File: src/rtl/tns_decoder_21.sv
// Iterative TNS 21-bit codeword decoder: one 3-bit group per cycle, MSB group first.
// Optional TNS_CHECK_EN adds an overflow/illegal-group error flag on err.

`ifndef BLEN07
`define BLEN07 19
`endif

// Fallback weights: group g digit is a 3-bit binary value scaled by 7^(g-1).
`ifndef TNS01_A
`define TNS01_A 4
`define TNS01_B 2
`define TNS01_C 1
`define TNS02_A 28
`define TNS02_B 14
`define TNS02_C 7
`define TNS03_A 196
`define TNS03_B 98
`define TNS03_C 49
`define TNS04_A 1372
`define TNS04_B 686
`define TNS04_C 343
`define TNS05_A 9604
`define TNS05_B 4802
`define TNS05_C 2401
`define TNS06_A 67228
`define TNS06_B 33614
`define TNS06_C 16807
`define TNS07_A 470596
`define TNS07_B 235298
`define TNS07_C 117649
`endif

module tns_decoder_21 (
  input  logic               clock,
  input  logic               rst_n,
  input  logic [20:0]        codein,
  input  logic               in_valid,
  output logic               in_ready,
  output logic [`BLEN07-1:0] dataout,
  output logic               out_valid,
  input  logic               out_ready,
  output logic               err
);

  localparam int unsigned DataW = `BLEN07;
`ifdef TNS_CHECK_EN
  localparam int unsigned AccW = DataW + 1;
`else
  localparam int unsigned AccW = DataW;
`endif

  // Indexed by group counter (group number minus one); entry 7 is never used.
  localparam int unsigned WeightA [8] = '{`TNS01_A, `TNS02_A, `TNS03_A, `TNS04_A,
                                          `TNS05_A, `TNS06_A, `TNS07_A, 0};
  localparam int unsigned WeightB [8] = '{`TNS01_B, `TNS02_B, `TNS03_B, `TNS04_B,
                                          `TNS05_B, `TNS06_B, `TNS07_B, 0};
  localparam int unsigned WeightC [8] = '{1, `TNS02_C, `TNS03_C, `TNS04_C,
                                          `TNS05_C, `TNS06_C, `TNS07_C, 0};

  typedef enum logic [1:0] {StIdle, StBusy, StDone} state_e;

  state_e             state_q, state_d;
  logic [20:0]        code_q;
  logic [2:0]         grp_q;
  logic [AccW-1:0]    acc_q, acc_d;
  logic [DataW-1:0]   data_q;
  logic [2:0]         grp_bits;
  logic               accept;
  int unsigned        term;

  assign accept   = (state_q == StIdle) && in_valid;
  assign grp_bits = code_q[20:18];
  assign dataout  = data_q;

  always_ff @(posedge clock or negedge rst_n) begin
    if (!rst_n) begin
      state_q <= StIdle;
    end else begin
      state_q <= state_d;
    end
  end

  always_comb begin
    state_d = state_q;
    unique case (state_q)
      StIdle:  if (in_valid) state_d = StBusy;
      StBusy:  if (grp_q == 3'd0) state_d = StDone;
      StDone:  if (out_ready) state_d = StIdle;
      default: state_d = StIdle;
    endcase
  end

  always_comb begin
    in_ready  = (state_q == StIdle);
    out_valid = (state_q == StDone);
  end

  always_comb begin
    term = 0;
    if (grp_bits[2]) term = term + WeightA[grp_q];
    if (grp_bits[1]) term = term + WeightB[grp_q];
    if (grp_bits[0]) term = term + WeightC[grp_q];
    acc_d = acc_q + AccW'(term);
  end

  always_ff @(posedge clock or negedge rst_n) begin
    if (!rst_n) begin
      code_q <= '0;
      grp_q  <= '0;
      acc_q  <= '0;
      data_q <= '0;
    end else if (accept) begin
      code_q <= codein;
      grp_q  <= 3'd6;
      acc_q  <= '0;
    end else if (state_q == StBusy) begin
      // Shift the next group into the top three bits.
      code_q <= {code_q[17:0], 3'b000};
      grp_q  <= grp_q - 3'd1;
      acc_q  <= acc_d;
      if (grp_q == 3'd0) data_q <= acc_d[DataW-1:0];
    end
  end

`ifdef TNS_CHECK_EN
  logic flag_q, flag_d, err_q;

  // A group of 111 is never produced by the encoder.
  assign flag_d = flag_q | (&grp_bits);
  assign err    = err_q;

  always_ff @(posedge clock or negedge rst_n) begin
    if (!rst_n) begin
      flag_q <= 1'b0;
      err_q  <= 1'b0;
    end else if (accept) begin
      flag_q <= 1'b0;
    end else if (state_q == StBusy) begin
      flag_q <= flag_d;
      if (grp_q == 3'd0) err_q <= acc_d[AccW-1] | flag_d;
    end else if ((state_q == StDone) && out_ready) begin
      err_q <= 1'b0;
    end
  end
`else
  assign err = 1'b0;
`endif

endmodule

File: config.mk
export PLATFORM = sky130hd
export DESIGN_NAME = tns_decoder_21
export DESIGN_NICKNAME = d
export VERILOG_FILES = /design/src/rtl/tns_decoder_21.sv
export SDC_FILE = /design/constraint.sdc
export NUM_CORES = 1
export LEC_CHECK = 0
export CELL_PAD_IN_SITES_DETAIL_PLACEMENT = 0
export CELL_PAD_IN_SITES_GLOBAL_PLACEMENT = 1
export CORE_UTILIZATION = 45
export DETAILED_ROUTE_END_ITERATION = 8
export GPL_TIMING_DRIVEN = 0
export PLACE_DENSITY = 0.88
export SYNTH_ARGS = -nofsm -noshare
export SYNTH_HDL_FRONTEND = slang
export SYNTH_SLANG_ARGS = --single-unit
File: constraint.sdc
create_clock -name clock -period 7.6 [get_ports clock]
set_clock_uncertainty 0.2 [all_clocks]
set_input_delay 0.76 -clock clock [delete_from_list [all_inputs] [get_ports clock]]
set_output_delay 0.76 -clock clock [all_outputs]
set_load 0.05 [all_outputs]
==> results.cfg, run 1 <==
[clock_tree]
ctsHoldBuffers = 0
clk_pin_slew_ns = 0.05
clock_sinks = 64
cts_resized = 0
clock_latency_ns = 0.34
cts_made_buffers = 9
postCtsSetupBuffers = 0
cts_root_buf = clkbuf_16
clockBufferDepth = 2
htreeDepth = 3
cts_tree = built

[logic_synthesis]
synth_top_area_share_pct = 30.5
ys_ff_latch = 64
netlist_area_um2 = 5260
netlist-cell-type-count = 78
synth_enable_flop_cells = 0
yosysWarnings = 0
seq_area_frac_synth_pct = 30.5
synth_top_cells_by_area = dfrtp_1 30%, ha_1 10%, nand2_1 6.8%
synth_area_leader_cell = dfrtp_1
synthArstFlopShare_pct = 100
netlist_instances = 624
synth_common_cells = 95 x nand2_1, 64 x dfrtp_1, 54 x o21ai_0
ys.flop_type = dfrtp_1
syn_nets = 693
syn_avg_cell_area_um2 = 8.42
yosysMostFrequentCell = nand2_1

[placement]
gp_congestion = 0.897
dp_hpwl_mm = 10.4
io_buffers = 45

[detailed_routing]
routed_wl_mm = 13.9
vias = 4792
ant_nets = 0
wire_per_inst_um = 16.8
route.detailed.drc = 2
dr.pass1.iters = 8
via_per_inst = 5.80
drt_iter0_markers = 317

[die]
core_um2 = 11400
num_rows = 39
start_util_pct = 46.0
die_h_um = 110
ios = 47
dieWidth_um = 110
dieArea_um2 = 12100

[min_path]
worstHoldPathType = reg2reg
worstHoldStart = code_q[9]

[global_route]
grt_usage_pct = 24.7
grt_pass1_vias = 4646
grt_pass1_wl_mm = 22.9
overflow = 0
grt_start_max_net_pins = 65
antenna_found_initial = 0

[sta]
setup_viol = 0
hold_violations = 0
worstMarginPinSlew_ns = 0.810
relSlewSlack_pct = 46.0
fin_crit_sh_pct = 92.6
fin_crit_ns = 7.04
whs_ns = 0.280
fmax_mhz = 142
rsz0062_at_grt = no
slew_violations = 0
tns_ns = 0

[critical_path]
cp_max_fo = 9
cp.required_ns = 7.62
startpoint = grp_q[1]
worstSetupPathType = reg2reg
reg2reg_from = grp_q[1]
cp_slowest_cell = dfrtp_1
cp-end-kind = flop
cpMostUsedCell = ha_1
cp_slowest_stage_delay_ns = 0.46
crit_path_start_kind = flop
cp.arrival_ns = 7.05

[job]
cap_violations = 0

[final_layout]
fill_cells = 1073
drive_gt1_share_pct = 8.64
area_growth_pct = 17.9
antennaDiodeCount = 0
fin_nets = 747

[run_status]
status = finished with violations
violations = design-rule violations
## worst max-delay path: cells and delay by family, from the launching register on
| kind | cells | cell delay (ns) |
|---|---|---|
| flip-flops | 1 | 0.46 |
| multiplexers | 2 | 0.58 |
| AND/OR/NAND/NOR | 7 | 1.37 |
| adder cells (fa/ha/maj) | 4 | 0.91 |
| AO/OA/AOI/OAI | 11 | 2.49 |
| buffers and inverters | 3 | 0.33 |
| XOR/XNOR | 3 | 0.57 |
## state kept, by name, indices dropped and copies added (netlist names)
signal,count
code_q,21
acc_q,19
dataout,19
grp_q,3
state_q,2
## metrics by stage
stage,util (%),setup WS (ns),cells,cell area (µm²)
finish,54.3,0.563,826,6190
global route,54.3,0.0439,826,6190
global placement,51.5,0.431,812,5880
CTS,54.3,0.207,828,6190
floorplan,-,1.49,624,5260
detailed placement,51.5,0.247,812,5880
## cell type report
cell class | instances | area, µm² | area share [%]
multi-input combinational | 506 | 3420 | 55.2
clock buffer | 10 | 229 | 3.70
clock inverter | 6 | 83.8 | 1.35
buffer | 31 | 158 | 2.54
inverter | 21 | 78.8 | 1.27
tap | 143 | 179 | 2.89
sequential | 64 | 1600 | 25.9
timing repair buffer | 45 | 448 | 7.23
## placed cells by master, fill, tap and decap left out, types with 5 or more instances in the layout
cell	Yosys	routed
a211oi_1	5	5
o21ai_0	54	54
and2_1	7	6
clkbuf_16	0	9
nand2_1	95	95
nor2_1	32	32
a21o_1	11	11
a22oi_1	17	17
a31oi_1	6	5
a21oi_1	38	38
mux2_2	8	8
dfrtp_1	64	64
o211ai_1	6	6
xor2_1	23	23
buf_4	4	5
xnor2_1	21	21
o21bai_1	8	8
nor2b_1	9	9
nand3_1	23	23
o21ai_1	5	5
clkdlybuf4s50_1	0	44
o21a_1	6	6
clkbuf_1	23	22
ha_1	42	42
nand2b_1	6	6
inv_1	17	17
nor3_1	10	10
## logic make-up after synthesis
family | synth area share (%)
compound gates | 24.8
simple gates | 18.8
xor+xnor | 7.76
buf+inv | 4.64
mux | 2.76
fa+ha+maj | 10.8
other cells | 0.0714
flops | 30.5
## worst paths after layout
check	depth (start not counted)	end	slack, ns
hold reg to reg	2	code_q[9]	0.28
min in group asynchronous	1	acc_q[15]	0.30
max in group asynchronous	1	code_q[11]	6.34
setup / recovery	30	dataout[18]	0.56
hold / removal	2	code_q[9]	0.28
setup reg to reg	30	dataout[18]	0.56
## metal layers
| layer | GRT usage (%) | routed length [µm] | up-vias | part of all wire [%] |
|---|---|---|---|---|
| li1 | - | - | 2347 | - |
| met1 | 32.1 | 6490 | 2318 | 47 |
| met5 | 0 | 0 | - | 0 |
| met2 | 40.2 | 6520 | 108 | 47 |
| met3 | 5.88 | 596 | 19 | 4.3 |
| met4 | 8.00 | 257 | 0 | 1.9 |
Power of run 1 is left out: the tool's default activity adds up to more than one toggle a clock period on the data nets, which glitch-free logic cannot reach.
==> run 2, diff against run 1 <==
--- a/config.mk
+++ b/config.mk
@@ -7,10 +7,11 @@
 export LEC_CHECK = 0
 export CELL_PAD_IN_SITES_DETAIL_PLACEMENT = 0
 export CELL_PAD_IN_SITES_GLOBAL_PLACEMENT = 1
-export CORE_UTILIZATION = 45
+export CORE_UTILIZATION = 49
 export DETAILED_ROUTE_END_ITERATION = 8
+export DONT_BUFFER_PORTS = 1
 export GPL_TIMING_DRIVEN = 0
-export PLACE_DENSITY = 0.88
+export PLACE_DENSITY = 0.87
 export SYNTH_ARGS = -nofsm -noshare
 export SYNTH_HDL_FRONTEND = slang
 export SYNTH_SLANG_ARGS = --single-unit
==> run 2 against run 1 <==
- the run now ends clean
- non-clock buffer count fell by 44
- sequential share of layout area rose by 2.6 points
- fmax fell by 0.68%
- setup slack got worse by 0.048 ns
- routed wire length down 4.5%
- core utilization down 0.065 points
- largest cell class unchanged
==> results.cfg, run 2 (synthesis results as in run 1) <==
[detailed_routing]
vias = 4552
dr.pass1.iters = 5
via_per_inst = 5.87
drt_iter0_markers = 211
routed_wl_mm = 13.2
wire_per_inst_um = 17.1
route.detailed.drc = 0
ant_nets = 0

[clock_tree]
htreeDepth = 3
cts_tree = built
postCtsSetupBuffers = 0
clock_sinks = 64
clk_pin_slew_ns = 0.07
cts_root_buf = clkbuf_8
cts_made_buffers = 9
clock_latency_ns = 0.34
clockBufferDepth = 2

[final_layout]
final_cell_mix = 95 x nand2_1, 64 x dfrtp_1, 54 x o21ai_0
register_area_um2 = 1600
layout_commonest_cell = nand2_1
drive_gt1_share_pct = 8.92
multi_input_area_um2 = 3420
antennaDiodeCount = 0
fill_cells = 998
fin_nets = 703
area_growth_pct = 6.93
finalInstanceArea_um2 = 5620
largest_reg_flops = 21
top_register = code_q

[global_route]
antenna_found_initial = 0
grt_start_max_net_pins = 65
grt_pass1_vias = 4630
grt_pass1_wl_mm = 22.5
grt_usage_pct = 25.5
overflow = 0

[die]
core_um2 = 10400
ios = 47
dieArea_um2 = 11100
dieWidth_um = 106
start_util_pct = 50.7
die_h_um = 106
num_rows = 37

[sta]
relSlewSlack_pct = 35.8
rsz0062_at_grt = no
setup_viol = 0
fin_crit_sh_pct = 93.2
fin_crit_ns = 7.09
fmax_mhz = 141
tns_ns = 0
hold_violations = 0
slew_violations = 0
worstMarginPinSlew_ns = 0.960

[critical_path]
cp-end-kind = flop
cp.required_ns = 7.62
cp.arrival_ns = 7.11
cp_slowest_cell = dfrtp_1
cp.buffers_inverters = 3
cpMostUsedCell = ha_1
cp_slowest_stage_delay_ns = 0.47
crit_path_start_kind = flop
cp_max_fo = 9
worstSetupPathType = reg2reg
crit_family = compound AO/OA/AOI/OAI gates

[min_path]
worstHoldPathType = in2async

[job]
cap_violations = 0

[placement]
dp_hpwl_mm = 10.2
place_area_um2 = 5430
io_buffers = 0
gp_congestion = 0.897

[run_status]
status = completed
[run 2: cell count changes in the layout (fill, tap and decap cells not counted), moves of 2 or more]
| cell | previous run | this run |
|---|---|---|
| clkbuf_1 | 22 | 24 |
| clkbuf_8 | 0 | 10 |
| bufinv_16 | 2 | 0 |
| clkbuf_16 | 9 | 0 |
| clkdlybuf4s50_1 | 44 | 0 |
[run 2: final timing paths]
kind / cells after the start / start / end / slack [ns]
max: 30 / grp_q[1] / dataout[18] / 0.51
min: 1 / rst_n / dataout[17] / 0.07
max reg2reg: 30 / grp_q[1] / dataout[18] / 0.51
min reg2reg: 2 / code_q[3] / code_q[3] / 0.28
max in group asynchronous: 1 / rst_n / code_q[18] / 6.82
min in group clock: 2 / code_q[3] / code_q[3] / 0.28
[run 2: per-stage QoR]
step	cells	hold slack [ns]	util (%)	worst slack (ns)
finish	775	0.0720	54.2	0.514
floorplan	624	0.246	-	1.49
CTS	777	0.0677	54.2	0.207
global route	775	0.0818	54.2	0.0770
global placement	760	0.257	52.3	0.488
detailed placement	760	0.263	52.3	0.253
[run 2: layout make-up]
cell class	instances	share of cell area (%)
clock inverter	3	0.312
buffer	31	2.81
timing repair buffer	1	0.490
tap	136	3.03
clock buffer	13	2.65
inverter	21	1.40
sequential	64	28.5
multi-input combinational	506	60.8
[run 2: layer usage]
layer  GRT usage [%]  vias up  routed length [µm]
li1                -     2249                   -
met5               0        -                   0
met4            6.55        0                 152
met2            43.7       79                6400
met1            33.6     2214                6240
met3            4.08       10                 446
[run 2: what timing repair did]
item,in CTS,in global routing
gates resized for setup,0,2
hold endpoints to repair,64,0
setup endpoints to repair,0,2
hold buffers,1,0
Power of run 2 is left out for the same reason.
